===== config.mk =====
export PLATFORM = sky130hd
export DESIGN_NAME = alu_arbiter
export DESIGN_NICKNAME = d
export VERILOG_FILES = /design/src/rtl/alu_arbiter.sv
export SDC_FILE = /design/constraint.sdc
export NUM_CORES = 1
export LEC_CHECK = 0
export ABC_AREA = 1
export BUFFER_PORTS_ARGS = -buffer_cell sky130_fd_sc_hd__clkbuf_2
export CORE_MARGIN = 2
export CORE_UTILIZATION = 29
export DETAILED_ROUTE_END_ITERATION = 8
export GPL_ROUTABILITY_DRIVEN = 0
export GPL_TIMING_DRIVEN = 0
export HOLD_SLACK_MARGIN = 0.06
export SLEW_MARGIN = 20
export SYNTH_ARGS = -nofsm -noshare
export SYNTH_HDL_FRONTEND = slang
export SYNTH_SLANG_ARGS = --single-unit

===== constraint.sdc =====
create_clock -name clk -period 1.4 [get_ports clk]
set_clock_uncertainty 0.05 [all_clocks]
set_input_delay 0.14 -clock clk [delete_from_list [all_inputs] [get_ports clk]]
set_output_delay 0.14 -clock clk [all_outputs]
set_load 0.02 [all_outputs]

===== src/rtl/alu_arbiter.sv =====
// rtl/alu_arbiter.sv - two-requester round-robin front end for a shared, externally settled ALU
// Optional feature macro: ALU_ARB_OPCHECK_EN (reject opcodes 1100..1111 without touching the ALU)

module alu_arbiter #(
  parameter int ALU_WAIT = 1
) (
  input  logic        clk,
  input  logic        rst,
  input  logic        req0_valid,
  input  logic        req1_valid,
  output logic        req0_ready,
  output logic        req1_ready,
  input  logic [7:0]  req0_a,
  input  logic [7:0]  req0_b,
  input  logic [7:0]  req1_a,
  input  logic [7:0]  req1_b,
  input  logic [3:0]  req0_op,
  input  logic [3:0]  req1_op,
  output logic        rsp_valid,
  input  logic        rsp_ready,
  output logic        rsp_id,
  output logic [7:0]  rsp_result,
  output logic [15:0] rsp_product,
  output logic        rsp_of,
  output logic        rsp_zero,
  output logic        rsp_slt,
  output logic        rsp_err,
  output logic [7:0]  alu_a,
  output logic [7:0]  alu_b,
  output logic [3:0]  alu_op,
  input  logic [7:0]  alu_result,
  input  logic [15:0] alu_product,
  input  logic        alu_of,
  input  logic        alu_zero,
  input  logic        alu_slt
);

  typedef enum logic [1:0] {IDLE, WAIT, RESP} state_t;

  // Counter value seen on the last settle cycle before capture
  localparam logic [3:0] WAIT_LAST = 4'(ALU_WAIT - 1);

  state_t      state_q, state_d;
  logic        last_q, last_d;
  logic [3:0]  cnt_q, cnt_d;
  logic [7:0]  alu_a_q, alu_a_d;
  logic [7:0]  alu_b_q, alu_b_d;
  logic [3:0]  alu_op_q, alu_op_d;
  logic        rsp_valid_q, rsp_valid_d;
  logic        rsp_id_q, rsp_id_d;
  logic [7:0]  rsp_result_q, rsp_result_d;
  logic [15:0] rsp_product_q, rsp_product_d;
  logic        rsp_of_q, rsp_of_d;
  logic        rsp_zero_q, rsp_zero_d;
  logic        rsp_slt_q, rsp_slt_d;
`ifdef ALU_ARB_OPCHECK_EN
  logic        rsp_err_q, rsp_err_d;
`endif

  logic        gnt0, gnt1, hs, sel_id, bypass;
  logic [7:0]  sel_a, sel_b;
  logic [3:0]  sel_op;

  // Round-robin grant: a lone requester wins, a tie goes to the one not served last
  always_comb begin
    gnt0       = req0_valid && (!req1_valid || last_q);
    gnt1       = req1_valid && (!req0_valid || !last_q);
    req0_ready = (state_q == IDLE) && !rst && gnt0;
    req1_ready = (state_q == IDLE) && !rst && gnt1;
    hs         = req0_ready || req1_ready;
    sel_id     = req1_ready;
    sel_a      = sel_id ? req1_a  : req0_a;
    sel_b      = sel_id ? req1_b  : req0_b;
    sel_op     = sel_id ? req1_op : req0_op;
`ifdef ALU_ARB_OPCHECK_EN
    bypass     = (sel_op[3:2] == 2'b11);
`else
    bypass     = 1'b0;
`endif
  end

  // Next-state and next-output computation for the IDLE/WAIT/RESP sequence
  always_comb begin
    state_d       = state_q;
    last_d        = last_q;
    cnt_d         = cnt_q;
    alu_a_d       = alu_a_q;
    alu_b_d       = alu_b_q;
    alu_op_d      = alu_op_q;
    rsp_valid_d   = rsp_valid_q;
    rsp_id_d      = rsp_id_q;
    rsp_result_d  = rsp_result_q;
    rsp_product_d = rsp_product_q;
    rsp_of_d      = rsp_of_q;
    rsp_zero_d    = rsp_zero_q;
    rsp_slt_d     = rsp_slt_q;
`ifdef ALU_ARB_OPCHECK_EN
    rsp_err_d     = rsp_err_q;
`endif
    case (state_q)
      IDLE: begin
        if (hs) begin
          rsp_id_d = sel_id;
          last_d   = sel_id;
          if (bypass) begin
            // Rejected opcode: answer immediately, ALU drive left as it was
            rsp_result_d  = 8'h00;
            rsp_product_d = 16'h0000;
            rsp_of_d      = 1'b0;
            rsp_zero_d    = 1'b0;
            rsp_slt_d     = 1'b0;
`ifdef ALU_ARB_OPCHECK_EN
            rsp_err_d     = 1'b1;
`endif
            rsp_valid_d   = 1'b1;
            state_d       = RESP;
          end else begin
            alu_a_d  = sel_a;
            alu_b_d  = sel_b;
            alu_op_d = sel_op;
            cnt_d    = 4'd0;
            state_d  = WAIT;
          end
        end
      end
      WAIT: begin
        if (cnt_q == WAIT_LAST) begin
          rsp_result_d  = alu_result;
          rsp_product_d = alu_product;
          rsp_of_d      = alu_of;
          rsp_zero_d    = alu_zero;
          rsp_slt_d     = alu_slt;
`ifdef ALU_ARB_OPCHECK_EN
          rsp_err_d     = 1'b0;
`endif
          rsp_valid_d   = 1'b1;
          cnt_d         = 4'd0;
          state_d       = RESP;
        end else begin
          cnt_d = cnt_q + 4'd1;
        end
      end
      RESP: begin
        if (rsp_ready) begin
          rsp_valid_d = 1'b0;
          state_d     = IDLE;
        end
      end
      default: state_d = IDLE;
    endcase
  end

  // State and registered outputs; reset abandons any operation in flight
  always_ff @(posedge clk) begin
    if (rst) begin
      state_q       <= IDLE;
      last_q        <= 1'b1;
      cnt_q         <= 4'd0;
      alu_a_q       <= 8'h00;
      alu_b_q       <= 8'h00;
      alu_op_q      <= 4'hF;
      rsp_valid_q   <= 1'b0;
      rsp_id_q      <= 1'b0;
      rsp_result_q  <= 8'h00;
      rsp_product_q <= 16'h0000;
      rsp_of_q      <= 1'b0;
      rsp_zero_q    <= 1'b0;
      rsp_slt_q     <= 1'b0;
`ifdef ALU_ARB_OPCHECK_EN
      rsp_err_q     <= 1'b0;
`endif
    end else begin
      state_q       <= state_d;
      last_q        <= last_d;
      cnt_q         <= cnt_d;
      alu_a_q       <= alu_a_d;
      alu_b_q       <= alu_b_d;
      alu_op_q      <= alu_op_d;
      rsp_valid_q   <= rsp_valid_d;
      rsp_id_q      <= rsp_id_d;
      rsp_result_q  <= rsp_result_d;
      rsp_product_q <= rsp_product_d;
      rsp_of_q      <= rsp_of_d;
      rsp_zero_q    <= rsp_zero_d;
      rsp_slt_q     <= rsp_slt_d;
`ifdef ALU_ARB_OPCHECK_EN
      rsp_err_q     <= rsp_err_d;
`endif
    end
  end

  assign alu_a       = alu_a_q;
  assign alu_b       = alu_b_q;
  assign alu_op      = alu_op_q;
  assign rsp_valid   = rsp_valid_q;
  assign rsp_id      = rsp_id_q;
  assign rsp_result  = rsp_result_q;
  assign rsp_product = rsp_product_q;
  assign rsp_of      = rsp_of_q;
  assign rsp_zero    = rsp_zero_q;
  assign rsp_slt     = rsp_slt_q;
`ifdef ALU_ARB_OPCHECK_EN
  assign rsp_err     = rsp_err_q;
`else
  assign rsp_err     = 1'b0;
`endif

endmodule


==> impl_metrics.env <==
export IMPL_yosysMostFrequentCell="dfxtp_1"
export IMPL_cts_tree="done"
export IMPL_final_layout_size_suffix_gt1_frac=0.423
export IMPL_wire_per_inst_um=12.3
export IMPL_grt_pass1_wl_um=11600
export IMPL_required_ns=1.56
export IMPL_peakVddDrop_mv=0.514
export IMPL_avgSynthCellArea_um2=7.72
export IMPL_pwr_share_seq=0.477
export IMPL_dp_hpwl_um=4940
export IMPL_power_total_mw=3.69
export IMPL_min_period_ns=1.49
export IMPL_dr_pass1_iters=4
export IMPL_port_buffers=122
export IMPL_clk_latency_ns=0.31
export IMPL_overflow=0
export IMPL_hp_class="input pin to flop"
export IMPL_fmax_ghz=0.670
export IMPL_final_max_slew_viol_count=0
export IMPL_ys_async_sr_fraction=0
export IMPL_synth_area_leader_cell="dfxtp_1"
export IMPL_ys_seq_area_frac=0.447
export IMPL_setup_viol=31
export IMPL_initial_core_util=0.302
export IMPL_yosys_warnings=0
export IMPL_slew_headroom=0.582
export IMPL_area_delta_synth_final_pct=62.5
export IMPL_worst_pin_slew_ns=0.627
export IMPL_track_usage=0.148
export IMPL_synth_edff_count=0
export IMPL_synth_seq_cells=56
export IMPL_stdcell_area_um2=4080
export IMPL_finalCritPeriodShare=1.07
export IMPL_cts_buffer_depth=2
export IMPL_synth_xor_area_frac=0.00349
export IMPL_num_io_pins=124
export IMPL_drc=0
export IMPL_p_leak_nw=1.97
export IMPL_status="finished, violations left"
export IMPL_synthTopCellsByCount="dfxtp_1, nand2_1, nor2_1, o21ai_0, inv_1"
export IMPL_synth_top_family_by_area="simple AND/OR/NAND/NOR gates"
export IMPL_die_y_um=97.0
export IMPL_place_area_um2=3250
export IMPL_switchingPower_mw=1.13
export IMPL_num_rows=33
export IMPL_antenna_found_initial=0
export IMPL_synthFlopType="dfxtp_1"
export IMPL_synthCells=325
export IMPL_antenna_left=0
export IMPL_vias=2744
export IMPL_synth_fp_nets=399
export IMPL_numCtsBuffers=5
export IMPL_die_w_um=97.0
export IMPL_rsz0062_at_grt="yes"
export IMPL_core_um2=8300
export IMPL_setup_ws_ns=-0.0931
export IMPL_nNetsFinal=584
export IMPL_synth_area_leaders="dfxtp_1, nand2_1, nor2_1"
export IMPL_syn_area_um2=2510
export IMPL_internal_power_mw=2.56
export IMPL_htreeDepth=2
export IMPL_clock_root_buffer="clkbuf_8"
export IMPL_dieArea_um2=9410
export IMPL_switching_share=0.307
export IMPL_synthAdderAreaFrac=0.00997
export IMPL_synth_top_cell_area_share=0.447
export IMPL_clock_power_share=0.253
export IMPL_synth_mux_area_frac=0
export IMPL_comb_power_share=0.270
export IMPL_ys_types=24
export IMPL_critPathCaptureType="flop"
export IMPL_path_class="flop to flop"
export IMPL_grt_pass1_vias=2549
export IMPL_max_cap_violations=0
export IMPL_crit_fanout=6
export IMPL_synthSimpleGateAreaFrac=0.266
export IMPL_viasPerCell=4.45
export IMPL_crit_arrival_ns=1.66
export IMPL_grt_max_degree=18
export IMPL_power_density_nw_per_um2=905
export IMPL_n_antenna_cell=0
export IMPL_clk_pin_slew_ns=0.10
export IMPL_critPathLaunchType="flop"
export IMPL_final_hold_viol_count=0
export IMPL_hold_worst_slack_ns=0.103
export IMPL_dr_first_iter_drc_count=70
export IMPL_drt_total_wl_um=7570
export IMPL_cts_sinks=56
export IMPL_violations="setup timing"
export IMPL_synth_compound_area_frac=0.177
-- worst paths after layout --
check | startpoint | slack [ns] | endpoint | cells after the start
hold / removal | req1_a[7] | 0.10 | alu_a[7] | 5
hold reg to reg | alu_a[6] | 0.42 | alu_a[6] | 2
setup / recovery | state_q[0] | -0.09 | rsp_product[15] | 10
setup reg to reg | state_q[0] | -0.09 | rsp_product[15] | 10
-- worst max-delay path: stages (launching register included) --
cell and delay, ns:
dfxtp_2 0.37, buf_4 0.11, inv_2 0.05, nor2_4 0.14, inv_4 0.07, nor2_8 0.13, inv_4 0.06, buf_8 0.14
clkbuf_16 0.16, nor2_2 0.07, nor2_1 0.05
-- power groups by stage --
stage / combinational (mW) / sequential [mW] / clock (mW)
6_report: 0.995 / 1.76 / 0.934
5_1_grt: 1.08 / 1.78 / 1.04
4_1_cts: 0.915 / 1.76 / 0.973
3_5_place_dp: 0.769 / 1.80 / 0
3_3_place_gp: 0.760 / 1.79 / 0
2_1_floorplan: 0.351 / 1.92 / 0
-- cell type report --
| cell class | instances | area, µm² |
|---|---|---|
| multi-input cells | 219 | 1260 |
| inverters | 31 | 121 |
| flip-flops and latches | 56 | 1130 |
| fillers | 808 | 4220 |
| clock inverters | 2 | 15.0 |
| well taps | 105 | 131 |
| repair buffers | 178 | 1160 |
| clock buffers | 6 | 82.6 |
| plain buffers | 19 | 175 |
-- through the flow --
stage	instances	utilization	TNS [ns]	worst slack, ns
final	616	0.491	-1.35	-0.0931
after global routing	616	0.491	-3.56	-0.141
after CTS	606	0.464	-0.831	-0.0975
after detailed placement	552	0.392	-3.18	-0.156
after global placement	552	0.392	-2.48	-0.139
after floorplan	325	-	0	0.00445
-- layout by cell type (no fill, tap or decap), types with 2 or more instances in the layout --
master,Yosys,layout
clkbuf_8,0,6
nor2_2,8,11
o211ai_1,5,5
a21oi_4,0,2
o21ai_0,32,32
a21oi_2,3,7
nand2_1,50,48
a21oi_1,20,14
dfxtp_1,56,51
nor2_8,3,3
dfxtp_2,0,4
clkinvlp_4,0,2
inv_2,4,2
nor2_1,47,41
nor2_4,3,6
nand3_1,25,20
clkbuf_1,6,5
clkbuf_2,0,121
inv_1,27,27
nand3_2,0,5
nand2_4,0,2
buf_4,2,19
dlygate4sd3_1,0,32
buf_6,5,14
buf_8,0,3
inv_4,0,2
o21bai_1,16,16
-- logic make-up (layout without fill, tap and decap cells) --
| group | after synthesis | after routing |
|---|---|---|
| AO/OA/AOI/OAI | 76 | 76 |
| XOR/XNOR | 1 | 1 |
| AND/OR/NAND/NOR | 139 | 139 |
| adder cells (fa/ha/maj) | 2 | 2 |
| buffers and inverters | 50 | 236 |
| flip-flops | 56 | 56 |
| other | 1 | 1 |
-- sequential cells by signal, summed over array words and instances (netlist names) --
name	cells
rsp_product	16
alu_a	8
alu_b	8
rsp_result	8
alu_op	4
cnt_q	4
state_q	2
last_q	1
rsp_id	1
rsp_of	1
rsp_slt	1
rsp_valid	1
rsp_zero	1
-- routing by layer --
metal	wire length, µm	global-route usage	up-vias
li1	-	-	1416
met1	3250	0.178	1205
met2	3620	0.256	117
met3	629	0.0441	6
met4	74	0.0368	0
met5	0	0	-
-- timing repair --
item / in CTS / in global routing
pin swaps: 7 / 14
gates cloned: 1 / 4
endpoints found under the hold margin: 32 / 0
hold buffers: 32 / 0
setup buffers: 13 / 6
setup endpoints to repair: 50 / 47
resized for setup: 24 / 45
Note: power is estimated with default switching activity, not from simulation.
